## src/rtl/ram_arbiter2_pkg.sv

```systemverilog
// ram_arbiter2_pkg
// Shared definitions for the two-port RAM arbiter: the sequencer state
// encoding, the requester identifiers and the default RAM geometry.
// No ports (package).
package ram_arbiter2_pkg;

    // Geometry of the ram16words array the arbiter fronts.
    localparam int RAM_DW = 4;
    localparam int RAM_AW = 4;

    // Access sequencer states, fixed 2-bit encoding.
    typedef enum logic [1:0] {
        ST_IDLE    = 2'd0,
        ST_ACCESS  = 2'd1,
        ST_CAPTURE = 2'd2
    } state_e;

    // Requester identifiers, also used as the round-robin history bit.
    localparam logic PORT_A = 1'b0;
    localparam logic PORT_B = 1'b1;

endpackage

```

## src/rtl/ram16words.sv

```systemverilog
// ram16words
// 16-word single-port RAM with a synchronous write and a combinational read.
// Contents are never cleared by reset.
// Ports:
//   clk        - clock; writes occur on posedge when we=1
//   we         - write enable
//   address    - word address (read and write)
//   write_data - data written at the clock edge
//   read_data  - contents of the addressed word (combinational)
module ram16words #(
    parameter int DW = 4,
    parameter int AW = 4
) (
    input  logic          clk,
    input  logic          we,
    input  logic [AW-1:0] address,
    input  logic [DW-1:0] write_data,
    output logic [DW-1:0] read_data
);

    logic [DW-1:0] mem [2**AW];

    // Storage array; no reset so contents survive an arbiter reset.
    always_ff @(posedge clk) begin
        if (we) begin
            mem[address] <= write_data;
        end
    end

    assign read_data = mem[address];

endmodule

```

## src/rtl/ram_arbiter2.sv

```systemverilog
// ram_arbiter2
// Round-robin arbiter and access sequencer that serialises single-word
// read/write transactions from two requesters onto one ram16words port.
// Each transaction runs IDLE (grant) -> ACCESS (write strobe) -> CAPTURE
// (read data latched, ack pulsed) and returns to IDLE.
// Ports:
//   clk, rst              - clock and synchronous active-high reset
//   a_req/a_we/a_addr/    - port A request, direction, address, write data
//   a_wdata
//   a_ack, a_rdata        - port A one-cycle completion pulse and read data
//   b_*                   - identical set for port B
//   busy                  - high while a transaction is in ACCESS or CAPTURE
module ram_arbiter2
    import ram_arbiter2_pkg::*;
#(
    parameter int DW = RAM_DW,
    parameter int AW = RAM_AW
) (
    input  logic          clk,
    input  logic          rst,
    input  logic          a_req,
    input  logic          a_we,
    input  logic [AW-1:0] a_addr,
    input  logic [DW-1:0] a_wdata,
    output logic          a_ack,
    output logic [DW-1:0] a_rdata,
    input  logic          b_req,
    input  logic          b_we,
    input  logic [AW-1:0] b_addr,
    input  logic [DW-1:0] b_wdata,
    output logic          b_ack,
    output logic [DW-1:0] b_rdata,
    output logic          busy
);

    state_e        state_q;
    logic          last_grant_q;
    logic          grant_id_q;
    logic          txn_we_q;
    logic          mem_we_q;
    logic [AW-1:0] mem_addr_q;
    logic [DW-1:0] mem_wdata_q;
    logic [DW-1:0] mem_rdata;
    logic          a_ack_q;
    logic          b_ack_q;
    logic [DW-1:0] a_rdata_q;
    logic [DW-1:0] b_rdata_q;
    logic          busy_q;

    logic          a_elig;
    logic          b_elig;
    logic          grant_valid;
    logic          winner;

    // Round-robin select. A requester whose ack is currently high is masked
    // so that it has the ack cycle to drop or change its request. With both
    // eligible, the port that did not win last time is chosen.
    always_comb begin
        a_elig      = a_req & ~a_ack_q;
        b_elig      = b_req & ~b_ack_q;
        grant_valid = a_elig | b_elig;
        if (a_elig && b_elig) begin
            winner = ~last_grant_q;
        end else if (b_elig) begin
            winner = PORT_B;
        end else begin
            winner = PORT_A;
        end
    end

    // Access sequencer with registered outputs. mem_we is a one-cycle strobe
    // so the RAM write lands on the ACCESS edge; the direction is kept in
    // txn_we_q so CAPTURE knows whether to update read data. A write strobe
    // already registered still reaches the RAM on a reset edge, since the
    // RAM itself is not reset.
    always_ff @(posedge clk) begin
        if (rst) begin
            state_q      <= ST_IDLE;
            last_grant_q <= PORT_B;
            grant_id_q   <= PORT_A;
            txn_we_q     <= 1'b0;
            mem_we_q     <= 1'b0;
            mem_addr_q   <= '0;
            mem_wdata_q  <= '0;
            a_ack_q      <= 1'b0;
            b_ack_q      <= 1'b0;
            a_rdata_q    <= '0;
            b_rdata_q    <= '0;
            busy_q       <= 1'b0;
        end else begin
            a_ack_q <= 1'b0;
            b_ack_q <= 1'b0;
            unique case (state_q)
                ST_IDLE: begin
                    if (grant_valid) begin
                        grant_id_q   <= winner;
                        last_grant_q <= winner;
                        busy_q       <= 1'b1;
                        state_q      <= ST_ACCESS;
                        if (winner == PORT_A) begin
                            mem_addr_q  <= a_addr;
                            mem_wdata_q <= a_wdata;
                            mem_we_q    <= a_we;
                            txn_we_q    <= a_we;
                        end else begin
                            mem_addr_q  <= b_addr;
                            mem_wdata_q <= b_wdata;
                            mem_we_q    <= b_we;
                            txn_we_q    <= b_we;
                        end
                    end
                end
                ST_ACCESS: begin
                    mem_we_q <= 1'b0;
                    state_q  <= ST_CAPTURE;
                end
                ST_CAPTURE: begin
                    if (grant_id_q == PORT_A) begin
                        a_ack_q <= 1'b1;
                        if (!txn_we_q) begin
                            a_rdata_q <= mem_rdata;
                        end
                    end else begin
                        b_ack_q <= 1'b1;
                        if (!txn_we_q) begin
                            b_rdata_q <= mem_rdata;
                        end
                    end
                    busy_q  <= 1'b0;
                    state_q <= ST_IDLE;
                end
                default: begin
                    state_q <= ST_IDLE;
                end
            endcase
        end
    end

    ram16words #(
        .DW(DW),
        .AW(AW)
    ) u_ram (
        .clk       (clk),
        .we        (mem_we_q),
        .address   (mem_addr_q),
        .write_data(mem_wdata_q),
        .read_data (mem_rdata)
    );

    assign a_ack   = a_ack_q;
    assign b_ack   = b_ack_q;
    assign a_rdata = a_rdata_q;
    assign b_rdata = b_rdata_q;
    assign busy    = busy_q;

endmodule
```

## config.mk

```make
export PLATFORM = sky130hd
export DESIGN_NAME = ram_arbiter2
export DESIGN_NICKNAME = d
export VERILOG_FILES = /design/src/rtl/ram_arbiter2_pkg.sv /design/src/rtl/ram16words.sv /design/src/rtl/ram_arbiter2.sv
export SDC_FILE = /design/constraint.sdc
export NUM_CORES = 1
export LEC_CHECK = 0
export CAP_MARGIN = 40
export CORE_ASPECT_RATIO = 0.8
export CORE_MARGIN = 1.5
export CORE_UTILIZATION = 50
export CTS_CLUSTER_DIAMETER = 50
export CTS_CLUSTER_SIZE = 14
export DETAILED_ROUTE_END_ITERATION = 8
export HOLD_SLACK_MARGIN = 0.06
export PLACE_DENSITY = 0.75
export SETUP_SLACK_MARGIN = 0.15
export SKIP_CTS_REPAIR_TIMING = 1
export SYNTH_ARGS = -nofsm -noshare
export SYNTH_HDL_FRONTEND = slang
export SYNTH_SLANG_ARGS = --single-unit
```

## constraint.sdc

```tcl
create_clock -name clk -period 1.9 [get_ports clk]
set_input_delay 0.57 -clock clk [delete_from_list [all_inputs] [get_ports clk]]
set_output_delay 0.57 -clock clk [all_outputs]
set_load 0.05 [all_outputs]
```

; Word-level counts from Yosys, hierarchy flattened
; Memory sizes are Yosys's and may differ from the RTL's. A register that Yosys moved wholly into a read port is not among the register bits.
; Cells that the tools add are included.
[word_totals]
ff_bits = 25
ramBits = 64
mem_count = 1
word_cells = 52
rom_bits = 0
in_bits = 22
latch_bits = 0
output_inout_bits = 11
[mem_list]
columns = memory, depth, word_bits, rd, rd_ports_with_merged_regs, wr, line_no
row1 = u_ram.mem, 16, 4, 1, 1, 1, ram16words.sv:21  ; logic [DW-1:0] mem [2**AW];
[op_classes]
n_mux = 17
n_reduce_logical = 10
n_eq_ne = 3
n_addsub = 0
n_bitwise = 9
order_cmp = 0
shift = 0
multipliers = 0
div_mod_pow = 0
[op_table]
columns = op, count
row1 = $mux W4, 4
row2 = $mux W1, 9
row3 = $not A1 Y1, 6
row4 = $reduce_and A2 Y1, 3
row5 = $reduce_and A3 Y1, 2
row6 = $pmux W1 S2, 2
row7 = $pmux W2 S2, 1
row8 = $reduce_bool A2 Y1, 2
row9 = $and A1 B1 Y1, 2
row10 = $eq A2 B1 Y1 const B, 1
row11 = $eq A2 B2 Y1 const B, 1
row12 = $logic_not A2 Y1, 1
row13 = $mux W2, 1
row14 = $ne A2 B2 Y1 const B, 1
row15 = $reduce_or A2 Y1, 1
row16 = $logic_and A1 B1 Y1, 1
row17 = $or A1 B1 Y1, 1

; Longest topological paths before layout
; Gate-level depths: netlist of run 1.
[logic_depth]
depth_word = 7
depth_mapped = 6
mapped_depth_nobuf = 4

; Hierarchy
; Synthesis of run 1 repeated with hierarchy kept, for this count alone.
[unflattened]
hier_cells = 235
area_unflattened_um2 = 3594.7
[by_module_without_submodules]
columns = mod, instances, area_each_um2, seq_area_each_um2, cells_per_inst
row1 = ram16words, 1, 2578.7, 1921.8, 129
row2 = ram_arbiter2, 1, 1016.0, 500.5, 106

; Worst setup path before layout of run 1
; Ideal clock, no wire load.
[synth_path]
path_type = input to register
startpoint = input port rst
endpoint = register a_rdata_q[0] (netlist: a_rdata[0])
required_time_ps = 1839
t_arrival_ps = 1723
setup_ps = 61
cell_stages = 5
path_buffers = 1
setup_slack_ps = 116
cell_sequence = buf_2 or3b_1 nor3_2 and4_1 a221o_1
[synth_rtl]
columns = item, line_no
row1 = "start, declared", ram_arbiter2.sv:20  ; input logic rst,
row2 = "end signal, assigned", ram_arbiter2.sv:121  ; a_rdata_q <= mem_rdata;
row3 = "end, declared", ram_arbiter2.sv:46  ; logic [DW-1:0] a_rdata_q;

==> run_results.csv, run 1 <==
group,metric,value,unit
grt,grt_pass1_wl,11030,um
layout,diodes,0,
setup_path,arrival,2.04,ns
clock_network,h-tree-depth,3,
clock_network,clk_latency,0.36,ns
layout,final_core_util,64.64,%
setup_path,critPathTopFamily,"multiplexers",
grt,antenna_found_initial,0,
setup_path,cp-start-kind,"flop",
layout,multiInputGateArea,1171,sq um
layout,area_growth,22.22,%
grt,grt_max_degree,21,
clock_network,cts_tree,"done",
synth,yosysUniqueCellTypes,32,
route,drc_errors,0,
route,viasPerCell,5.652,
sta,hold_violations,0,
grt,overflow,0,
power,p_sw_share,24.48,%
sta,layout_min_cycle_time,1.795,ns
power,ir_drop,0.0006781,V
floorplanning,dieWidth,99.39,um
power,clkPwrFrac,32.7,%
floorplanning,io_pins,33,
setup_path,cp.required,2.14,ns
power,p_int,3.311,mW
clock_network,cts-root-buf,"clkbuf_8",
synth,synth_flop_cell,"edfxtp_1",
layout,ff_latch_area,2505,sq um
route,drt-pass1-iter-count,4,
setup_path,crit_buf_inv,1,
sta,tightest_slew,0.6852,ns
run,drv_cap,0,
synth,syn_nets,251,
worst_hold_path,hold_path_depth,1,
power,combPwrFrac,13.4,%
synth,synth_cells,229,
route,ant_nets,0,
floorplanning,num_rows,27,
synth,ys_seq_elements,93,
placed_design,io_buffers,32,
layout,instances_no_fill,376,
synth,ys_warn_count,0,
synth,synth_edf_count,64,
power,seq_power_share,53.8,%
clock_network,clk_pin_slew,0.09,ns
sta,setup_viol,0,
setup_path,cp_slowest_cell,"mux4_2",
floorplanning,die_h,80.11,um
setup_path,path_class,"flop to flop",
synth,netlist_area,3716,sq um
sta,period_share,94.47,%
grt,grt_usage,19.13,%
setup_path,end_kind,"flop",
layout,final_area,4542,sq um
sta,slew_headroom,53.97,%
setup_path,rr_worst_depth,5,
power,power_density,965.4,nW/um^2
worst_hold_path,hold_path_class,"flop to flop",
sta,fmax,0.5571,GHz
setup_path,worst-path-stages,5,
layout,nFillCells,513,
sta,rsz0062_at_grt,"yes",
layout,drive_gt1_share,28.03,%
setup_path,path_max_fanout,9,
floorplanning,initial_utilization,52.88,%
sta,drv_slew,0,
clock_network,numCtsBuffers,9,
grt,grt_pass1_vias,2071,
route,vias,2125,
clock_network,cts_buffer_depth,2,
setup_path,crit_chain,"buf_12 -> mux4_2 -> mux2i_1 -> o21ai_2 -> a221o_1",
route,initialDrtViolationCount,95,
setup_path,critical-path-max-stage-delay,0.51,ns
clock_network,cts_sinks,93,
layout,nNetsFinal,306,
power,power_switching,1.074,mW
floorplanning,die_area,7962,sq um
route,routed_wl,7228,um
placed_design,placed_area,4237,sq um
synth,async_flop_share,0,%
placed_design,place_congestion,0.7762,
placed_design,place_inst,357,
synth,synth_area_per_cell,16.23,sq um
synth,seq_area_frac_synth,67.34,%
power,p_leak,1.657,nW
status,status,"finished clean",
floorplanning,coreArea,7027,sq um
route,wire_per_inst,19.22,um
sta,fin_skew,0.01433,ns
placed_design,hpwlAfterDp,4810,um
==> state kept, by name, indices dropped and copies added, names as in the netlist, named ones only <==
register / flops
u_ram.mem: 64
mem_addr_q: 4
txn_we_q: 1
mem_wdata_q: 4
last_grant_q: 1
a_ack: 1
b_ack: 1
state_q: 2
grant_id_q: 1
a_rdata: 4
busy: 1
b_rdata: 4
mem_we_q: 1
==> cell usage in the layout, fill, tap and decap left out, drive strengths merged, types with 6 or more instances in the layout <==
cell type,netlist,routed
nor2,28,28
edfxtp,64,64
mux2i,14,14
nand3b,6,6
nand2b,6,6
a211oi,11,11
dfxtp,29,29
clkbuf,5,9
clkdlybuf4s50,0,21
nor3,6,6
mux4,16,16
buf,7,35
==> worst paths after layout <==
| kind | startpoint | to | slack, ns |
|---|---|---|---|
| min reg2reg | a_rdata[3] | a_rdata[3] | 0.49 |
| max reg2reg | flop | a_rdata[3] | 0.11 |
| min | a_rdata[3] | a_rdata[3] | 0.49 |
| max | flop | a_rdata[3] | 0.11 |
==> cells by family (layout without fill, tap and decap cells) <==
family / after synthesis / in the layout / share of synthesized area (%)
compound gates: 31 / 31 / 6.397
mux: 31 / 31 / 15.18
buf+inv: 15 / 75 / 2.525
flops: 93 / 93 / 67.34
simple gates: 59 / 59 / 8.552
==> per-stage QoR <==
| step | hold slack, ns | setup slack (ns) | power (mW) | TNS (ns) |
|---|---|---|---|---|
| 2_1_floorplan | 0.4692 | 0.1632 | 2.694 | 0 |
| 3_3_place_gp | 0.4745 | -0.1992 | 2.900 | -3.192 |
| 3_5_place_dp | 0.4751 | -0.1924 | 2.919 | -3.655 |
| 4_1_cts | 0.4943 | 0.004942 | 4.334 | 0 |
| 5_1_grt | 0.5273 | 0.04575 | 4.537 | 0 |
| 6_report | 0.4922 | 0.1051 | 4.385 | 0 |
==> Yosys cell counts, drive strengths merged, types with 2 or more instances <==
cell    count  area share, %
o21ai       5           0.67
edfxtp     64             52
and4        4           0.94
a21o        4           0.81
buf         7            1.7
nand2       2           0.20
nor3        6            1.1
dfxtp      29             16
inv         3           0.30
nor2       28            2.8
mux4       16             11
a31oi       2           0.34
nand3b      6            1.2
a221o       4            1.1
a211oi     11            2.4
or3b        2           0.47
clkbuf      5           0.51
mux2i      14            3.8
nand2b      6            1.0
nor2b       3           0.51
a22o        4           0.94
==> power by group through the flow <==
stage | logic [mW] | clock network (mW) | registers, mW
after CTS | 0.520 | 1.46 | 2.36
after global routing | 0.631 | 1.53 | 2.37
after detailed placement | 0.516 | 0 | 2.40
after global placement | 0.505 | 0 | 2.40
after floorplan | 0.305 | 0 | 2.39
final | 0.589 | 1.44 | 2.36
==> area by class of cell <==
class                      count  area share [%]
sequential                    93           55.15
multi-input combinational    121           25.79
timing repair buffer          56           11.57
clock buffer                   9           2.727
tap                           87           2.397
clock inverter                 7           2.121
inverter                       3          0.2479
==> per-layer routing <==
layer | share of wire [%] | track usage [%]
met5 | 0 | 0
met3 | 4.5 | 5.483
met2 | 47 | 31.03
met4 | 0.48 | 3.803
met1 | 48 | 26.20
(Power assumes the default switching activity.)
==> run 2, diff against run 1 <==
CELL_PAD_IN_SITES_DETAIL_PLACEMENT = 1   (was unset)
CELL_PAD_IN_SITES_GLOBAL_PLACEMENT = 1   (was unset)
CORE_UTILIZATION = 48   (was 50)
PLACE_DENSITY = 0.82   (was 0.75)
==> run 2 against run 1 <==
Effect of this change:
- setup slack worse by 0.024 ns
- via count up 5.9%
- sequential power about the same
- sequential share of layout area down 1.0 points
- core utilization down 2.6 points
- maximum frequency down 1.3%
- first-iteration DRC count up 29%
- global-route usage up 3.3 points
- sequential cell count unchanged
- die area up 4.0%
- hold slack better by 0.014 ns
- critical path type unchanged
==> run_results.csv, run 2 (synthesized netlist as in run 1, its figures left out) <==
group,metric,value,unit
status,status,"finished clean",
setup_path,path_max_fanout,9,
power,seq_power_share,51.7,%
sta,finalWorstSetupSlack,0.08108,ns
sta,slew_headroom,55.87,%
grt,grt_usage,22.43,%
grt,grt_pass1_wl,13050,um
setup_path,cp-start-kind,"flop",
clock_network,numCtsBuffers,9,
sta,setup_viol,0,
power,p_sw_share,24.66,%
clock_network,cts_sinks,93,
power,ir_drop,0.0005400,V
sta,tightest_slew,0.6570,ns
sta,period_share,95.73,%
placed_design,dp_slack,-0.2759,ns
power,p_leak,1.716,nW
clock_network,h-tree-depth,3,
power,power_density,994.4,nW/um^2
grt,grt_pass1_vias,2335,
grt,grt_max_degree,18,
worst_hold_path,hold_start,"a_rdata[3]",
grt,antenna_found_initial,0,
run,drv_cap,0,
worst_hold_path,hold_path_class,"flop to flop",
layout,final_area,4629,sq um
layout,nNetsFinal,311,
setup_path,path_class,"flop to flop",
floorplanning,num_rows,28,
floorplanning,coreArea,7462,sq um
clock_network,cts-root-buf,"clkbuf_8",
layout,mostFrequentLayoutCells,"edfxtp_1 (64), buf_4 (32), nor2_1 (27), dfxtp_1 (27), clkdlybuf4s50_1 (19)",
layout,regMostFlops,"u_ram.mem",
power,clkPwrFrac,35.2,%
power,combPwrFrac,13.1,%
sta,drv_slew,0,
floorplanning,initial_utilization,49.80,%
layout,instances_no_fill,399,
sta,fin_skew,0.01151,ns
clock_network,cts_tree,"done",
sta,layout_min_cycle_time,1.819,ns
layout,area_growth,24.58,%
route,vias,2250,
route,drc_errors,0,
sta,rsz0062_at_grt,"yes",
setup_path,cp.required,2.16,ns
floorplanning,die_h,81.70,um
placed_design,io_buffers,32,
layout,layout_commonest_cell,"edfxtp_1",
setup_path,rr_worst_depth,5,
setup_path,r2r_end,"a_rdata[1]",
placed_design,place_congestion,0.7374,
grt,overflow,0,
worst_hold_path,hold_path_depth,1,
power,p_int,3.468,mW
floorplanning,io_pins,33,
sta,fmax,0.5498,GHz
clock_network,cts_buffer_depth,2,
setup_path,end_kind,"flop",
route,viasPerCell,5.639,
setup_path,arrival,2.08,ns
route,wire_per_inst,22.20,um
sta,hold_violations,0,
route,initialDrtViolationCount,123,
worst_hold_path,min_to,"a_rdata[3]",
layout,largest_reg_flops,64,
floorplanning,die_area,8282,sq um
placed_design,hpwlAfterDp,6006,um
setup_path,rrSetupSlack,0.08,ns
placed_design,placed_area,4254,sq um
route,drt-pass1-iter-count,4,
clock_network,clk_pin_slew,0.10,ns
layout,diodes,0,
layout,nFillCells,708,
route,routed_wl,8858,um
placed_design,place_inst,376,
floorplanning,dieWidth,101.4,um
route,ant_nets,0,
layout,drive_gt1_share,26.53,%
power,power_switching,1.135,mW
sta,hold_ws,0.5060,ns
clock_network,clk_latency,0.36,ns
run 2: changes by cell type in the layout (fill, tap and decap cells not counted), moves of 2 or more:
cell             change
a211oi_1             +4
a211oi_2             -4
buf_4                +4
clkdlybuf4s50_1      -2
clkinv_2             -2
dlymetal6s2s_1       +2
mux4_1               +4
mux4_2               -4
run 2: worst max-delay path, cell delays in order (launching register included):
cell and delay [ns]:
dfxtp_2 0.36, buf_12 0.14, mux4_1 0.62, mux2i_2 0.20, o21ai_2 0.10, a221o_1 0.30
run 2: worst max path at each step:
stage	start	to	slack [ns]	depth (start not counted)
3_5_place_dp	b_req	mem_wdata_q[2]	-0.28	7
2_1_floorplan	rst	a_rdata[0]	0.16	5
3_3_place_gp	rst	a_rdata[0]	-0.17	5
4_1_cts	flop	a_rdata[2]	-0.10	5
5_1_grt	rst	a_rdata[0]	0.004	5
6_report	flop	a_rdata[1]	0.08	5
run 2: power by group through the flow:
stage / logic [mW] / clock network (mW) / registers (mW)
floorplan: 0.305 / 0 / 2.39
global placement: 0.497 / 0 / 2.41
detailed placement: 0.524 / 0 / 2.42
CTS: 0.528 / 1.63 / 2.38
global route: 0.648 / 1.70 / 2.39
finish: 0.605 / 1.62 / 2.38
run 2: per-layer routing:
metal  wire length (um)  GRT usage (%)  share of wire (%)
met1               3688          28.47                 42
met3                506          5.021                5.7
met4                218          9.306                2.5
met5                  0              0                  0
met2               4445          37.72                 50
run 2: area by class of cell:
| type | instances | area [sq um] | area share [%] |
|---|---|---|---|
| sequential | 93 | 2505 | 54.11 |
| tap | 105 | 131.4 | 2.838 |
| clock buffer | 9 | 123.9 | 2.676 |
| timing repair buffer | 61 | 556.8 | 12.03 |
| inverter | 3 | 11.26 | 0.2432 |
| multi-input combinational | 121 | 1174 | 25.35 |
| clock inverter | 7 | 127.6 | 2.757 |
run 2: metrics by stage:
stage / utilization [%] / setup TNS, ns / total power [mW]
after CTS: 60.38 / -0.1330 / 4.535
after detailed placement: 57.01 / -4.688 / 2.943
after global placement: 57.01 / -2.888 / 2.903
after floorplan: - / 0 / 2.694
after global routing: 62.04 / 0 / 4.744
final: 62.04 / 0 / 4.603
